--- config.mk ---
export PLATFORM = sky130hd
export DESIGN_NAME = pmem_writeback_buffer
export DESIGN_NICKNAME = d
export VERILOG_FILES = /design/src/rtl/rv32i_types.sv /design/src/rtl/pmem_writeback_buffer.sv
export SDC_FILE = /design/constraint.sdc
export NUM_CORES = 1
export LEC_CHECK = 0
export BUFFER_PORTS_ARGS = -buffer_cell sky130_fd_sc_hd__buf_4
export CAP_MARGIN = 15
export CORE_AREA = 2 2 429 431
export DETAILED_ROUTE_END_ITERATION = 6
export DIE_AREA = 0 0 431 433
export PLACE_DENSITY = 0.37
export SLEW_MARGIN = 25
export SYNTH_ARGS = -nofsm -noshare
export SYNTH_HDL_FRONTEND = slang
export SYNTH_SLANG_ARGS = --single-unit
--- constraint.sdc ---
create_clock -name clk -period 20.6 [get_ports clk]
set_input_delay 1.03 -clock clk [delete_from_list [all_inputs] [get_ports clk]]
set_output_delay 1.03 -clock clk [all_outputs]
set_load 0.01 [all_outputs]
--- src/rtl/rv32i_types.sv ---
// Shared type package for the mp3 memory path.
// Holds the write-back buffer FSM state type and the default cacheline
// geometry that the buffer uses unless it is overridden.
package rv32i_types;

   localparam int LINE_W   = 256;
   localparam int OFFSET_W = 5;

   typedef enum logic [1:0] {
      IDLE  = 2'd0,
      ACK   = 2'd1,
      RD    = 2'd2,
      DRAIN = 2'd3
   } wbbuf_state_t;

endpackage

--- src/rtl/pmem_writeback_buffer.sv ---
// pmem_writeback_buffer
// Single-entry victim buffer between the cache pmem port and the cacheline
// adaptor. A dirty-line eviction is absorbed in one cycle. A read miss goes
// to memory ahead of the held victim. The victim drains whenever the port
// is idle. A read to the buffered line is served from the buffer, so stale
// memory data is never returned.
//
// Ports
//   clk, rst        clock; asynchronous active-high reset
//   mem_address     cache request address
//   mem_read        line read, held until mem_resp
//   mem_write       line eviction, held until mem_resp
//   mem_wdata       eviction data
//   mem_rdata       read data, valid while mem_resp=1
//   mem_resp        one-cycle completion pulse to the cache
//   pmem_address    line-aligned address to the adaptor
//   pmem_read       held until pmem_resp
//   pmem_write      held until pmem_resp
//   pmem_wdata      drain data (the buffer contents)
//   pmem_rdata      fill data, valid with pmem_resp
//   pmem_resp       one-cycle completion from the adaptor
module pmem_writeback_buffer #(
   parameter int ADDR_W   = 32,
   parameter int LINE_W   = rv32i_types::LINE_W,
   parameter int OFFSET_W = rv32i_types::OFFSET_W
) (
   input  logic              clk,
   input  logic              rst,
   input  logic [ADDR_W-1:0] mem_address,
   input  logic              mem_read,
   input  logic              mem_write,
   input  logic [LINE_W-1:0] mem_wdata,
   output logic [LINE_W-1:0] mem_rdata,
   output logic              mem_resp,
   output logic [ADDR_W-1:0] pmem_address,
   output logic              pmem_read,
   output logic              pmem_write,
   output logic [LINE_W-1:0] pmem_wdata,
   input  logic [LINE_W-1:0] pmem_rdata,
   input  logic              pmem_resp
);
   import rv32i_types::*;

   localparam int TAG_W = ADDR_W - OFFSET_W;

   wbbuf_state_t      state_reg, state_next;
   logic              buf_valid_reg;
   logic [TAG_W-1:0]  buf_addr_reg;
   logic [LINE_W-1:0] buf_data_reg;
   // The read-miss line address is registered on entry to RD, so that
   // pmem_address never depends combinationally on a cache input.
   logic [TAG_W-1:0]  req_addr_reg;
   logic [LINE_W-1:0] rdata_reg;

   logic [TAG_W-1:0]  req_tag;
   logic              hit;
   logic              capture;
   logic              load_hit;
   logic              load_req;

   assign req_tag = mem_address[ADDR_W-1:OFFSET_W];
   assign hit     = buf_valid_reg && (req_tag == buf_addr_reg);

   always_comb begin
      state_next   = state_reg;
      capture      = 1'b0;
      load_hit     = 1'b0;
      load_req     = 1'b0;
      pmem_read    = 1'b0;
      pmem_write   = 1'b0;
      pmem_address = '0;
      case (state_reg)
         IDLE: begin
            if (mem_write && (!buf_valid_reg || hit)) begin
               // Empty buffer, or the same line again: coalesce in place.
               capture    = 1'b1;
               state_next = ACK;
            end else if (mem_write) begin
               // Different line while full: make room first. The write
               // stays pending and is taken when IDLE is seen again.
               state_next = DRAIN;
            end else if (mem_read && hit) begin
               load_hit   = 1'b1;
               state_next = ACK;
            end else if (mem_read) begin
               load_req   = 1'b1;
               state_next = RD;
            end else if (buf_valid_reg) begin
               state_next = DRAIN;
            end
         end
         ACK: begin
            state_next = IDLE;
         end
         RD: begin
            pmem_read    = 1'b1;
            pmem_address = {req_addr_reg, {OFFSET_W{1'b0}}};
            if (pmem_resp) state_next = ACK;
         end
         DRAIN: begin
            // Never aborted: a request arriving now waits for the drain.
            pmem_write   = 1'b1;
            pmem_address = {buf_addr_reg, {OFFSET_W{1'b0}}};
            if (pmem_resp) state_next = IDLE;
         end
         default: state_next = IDLE;
      endcase
   end

   assign pmem_wdata = buf_data_reg;
   assign mem_rdata  = rdata_reg;
   assign mem_resp   = (state_reg == ACK);

   always_ff @(posedge clk or posedge rst) begin
      if (rst) begin
         state_reg     <= IDLE;
         buf_valid_reg <= 1'b0;
         buf_addr_reg  <= '0;
         buf_data_reg  <= '0;
         req_addr_reg  <= '0;
         rdata_reg     <= '0;
      end else begin
         state_reg <= state_next;
         if (capture) begin
            buf_valid_reg <= 1'b1;
            buf_addr_reg  <= req_tag;
            buf_data_reg  <= mem_wdata;
         end
         if (load_hit) rdata_reg <= buf_data_reg;
         if (load_req) req_addr_reg <= req_tag;
         if (state_reg == RD && pmem_resp) rdata_reg <= pmem_rdata;
         if (state_reg == DRAIN && pmem_resp) buf_valid_reg <= 1'b0;
      end
   end

   // Read and write at once is a cache protocol violation.
   no_read_and_write: assert property (@(posedge clk) disable iff (rst)
      !(mem_read && mem_write));

endmodule

==> metrics.txt <==
Crit path top cell by count=buf_4; Initial Util=13.8%; maximum vdd ir drop=0.0605 mV; DRT iter0 DRCs=517; GPL Wtd Cong=0.829; I/O pin count=1,096; gr usage total=13.7%; CP startpoint kind=primary input; most frequent cells in the layout=buf_4, mux2_2, dfrtp_1; final worst setup slack=15.02 ns; RR Startpoint=buf_addr_reg[2]; Die Wd=431 um; ys async rst share=100%; unrepaired setup endpoints after global routing=no; R2R Setup Slk=15.10 ns; cts bufs inserted=79; number of max-cap violations=0; Final Power=6.25 mW; leakage=17.6 nW; Synth cell types=26; Final Skew=0.0230 ns; WL final=132 mm; via count=18,000; average wire per standard cell=25.6 um; Fin Setup TNS=0 ns; fmax=179 MHz; Critical Path Sink Type=flop; DRC=0; htree depth=3; commonest non-fill, non-tap cell in the layout=buf_4; final core occ=21.0%; # nets final=3,256; required time of the critical path=21.16 ns; Final setup violation count=0; CTS tree=built; TritonRoute pass-1 iters=5; crit path cell chain=buf_4 -> xnor2_1 -> nand4_1 -> nor4_1 -> nand4_1 -> a21oi_4 -> buf_4 -> buf_4 -> buf_4 -> mux2_2; Worst Tran Pin Value=0.961 ns; top_reg_cell synth=dfrtp_1; CP Max Fanout=47; pwr dens=163 nW/um^2; number of hold violations in the final report=0; Rows=157; syn avg cell area=15.6 um^2; Layout fillers=19,800; crit share post-route=27.1%; root buf cell=clkbuf_16; # hold bufs at CTS=0; largest net degree at the start of global routing=93; CORE AREA=182,000 um^2; antenna violations before repair=9; status=completed; sequential-to-total area share from yosys stat=56.8%; Die Footprint=187,000 um^2; path type of the worst setup path=in -> reg; clk sinks=569; final hold slack=0.463 ns; postcts setup bufs=0; crit-path max cell delay=0.76 ns; first-pass GRT wire length=174 mm; dpl ws=14.25 ns; Netlist Area Pre-Place=25,100 um^2; Post-Synthesis Cells=1,612; Slew HR=36.0%; Worst-Skew Late Latency=0.69 ns; dpl hpwl=105 mm; post-CTS sizing=0; Detail Route Antenna Nets=0; Hold Crit Class=in -> async; Synth Register Bits=569; die extent in y=433 um; Via density=3.49; Critical Path AT=6.14 ns; Layout area overhead=52.8%; clock slew at reported path FFs=0.05 ns; port buffer count=1,085; count of pins over their slew limit=0; clock buffer depth=3; vias in the first global route=19,000; fin crit period=5.58 ns; share of cells above drive strength 1=72.6%; r2r endpoint=pmem_wdata[249]; number of flops mapped to enable cells by yosys=0; synthesis warning total=0; GR Overflow Total=0; critical path's slowest cell=a21oi_4; R2R depth=9
-- how the worst max path moves through the flow --
| stage | startpoint | end | slack (ns) | cells past startpoint |
|---|---|---|---|---|
| after floorplan | rst | buf_addr_reg[0] | 3.65 | 1 |
| after global placement | mem_address[6] | pmem_wdata[64] | 14.31 | 9 |
| after detailed placement | mem_address[7] | pmem_wdata[249] | 14.25 | 10 |
| after CTS | buf_addr_reg[7] | pmem_wdata[249] | 14.97 | 9 |
| after global routing | mem_address[7] | pmem_wdata[40] | 14.71 | 10 |
| final | mem_address[7] | pmem_wdata[249] | 15.02 | 10 |
-- synthesized netlist by cell type (3+ instances only) --
cell / number / area share [%]
mux2_2: 772 / 35
dfrtp_1: 569 / 57
nor2b_1: 30 / 0.75
nand4_1: 5 / 0.12
nor4_1: 4 / 0.10
inv_1: 3 / 0.045
buf_6: 20 / 0.90
xor2_1: 11 / 0.38
o21ai_0: 3 / 0.060
nor2_1: 4 / 0.060
mux2_1: 50 / 2.2
buf_2: 7 / 0.14
buf_1: 3 / 0.045
buf_4: 41 / 1.2
xnor2_1: 16 / 0.56
nand2_1: 5 / 0.075
clkbuf_1: 31 / 0.46
mux2i_1: 27 / 1.1
-- worst max-delay path, delay by kind of cell --
family          cells  cell delay [ns]
simple gates        3             1.04
compound gates      1             0.76
mux                 1             0.41
buf+inv             4             2.27
xor+xnor            1             0.30
-- where the power goes --
part,switching (mW),total (mW),internal (mW)
Clock,0.567,1.37,0.807
Combinational,1.31,2.78,1.47
Sequential,0.437,2.10,1.66
-- cell families after synthesis --
| kind of cell | count (synthesis) | synth area share [%] |
|---|---|---|
| other cells | 1 | 0.0150 |
| xor+xnor | 27 | 0.943 |
| flops | 569 | 56.8 |
| simple gates | 52 | 1.20 |
| buf+inv | 105 | 2.82 |
| mux | 849 | 38.0 |
| compound gates | 9 | 0.230 |
-- metal layers --
metal | global-route usage [%] | vias to the layer above | wire [um]
li1 | - | 8009 | -
met1 | 15.7 | 9313 | 51000
met2 | 23.8 | 563 | 67500
met3 | 5.30 | 108 | 11400
met4 | 3.15 | 2 | 2330
met5 | 0 | - | 13
-- area by class of cell --
cell class	count	area (um^2)	share of cell area, %
Antenna cell	6	15.0	0.0392
Sequential cell	569	14200	37.2
Tap cell	2385	2980	7.79
Clock buffer	124	2390	6.23
Timing Repair Buffer	1112	8350	21.8
Inverter	3	18.8	0.0490
Clock inverter	18	151	0.395
Multi-Input combinational cell	942	10200	26.5
-- metrics by stage --
step / instances / instance area [um^2]
final: 5159 / 38300
after CTS: 5153 / 38300
after global placement: 5011 / 35800
after global routing: 5155 / 38300
after detailed placement: 5011 / 35800
after floorplan: 1616 / 25100
(Power assumes the default switching activity.)
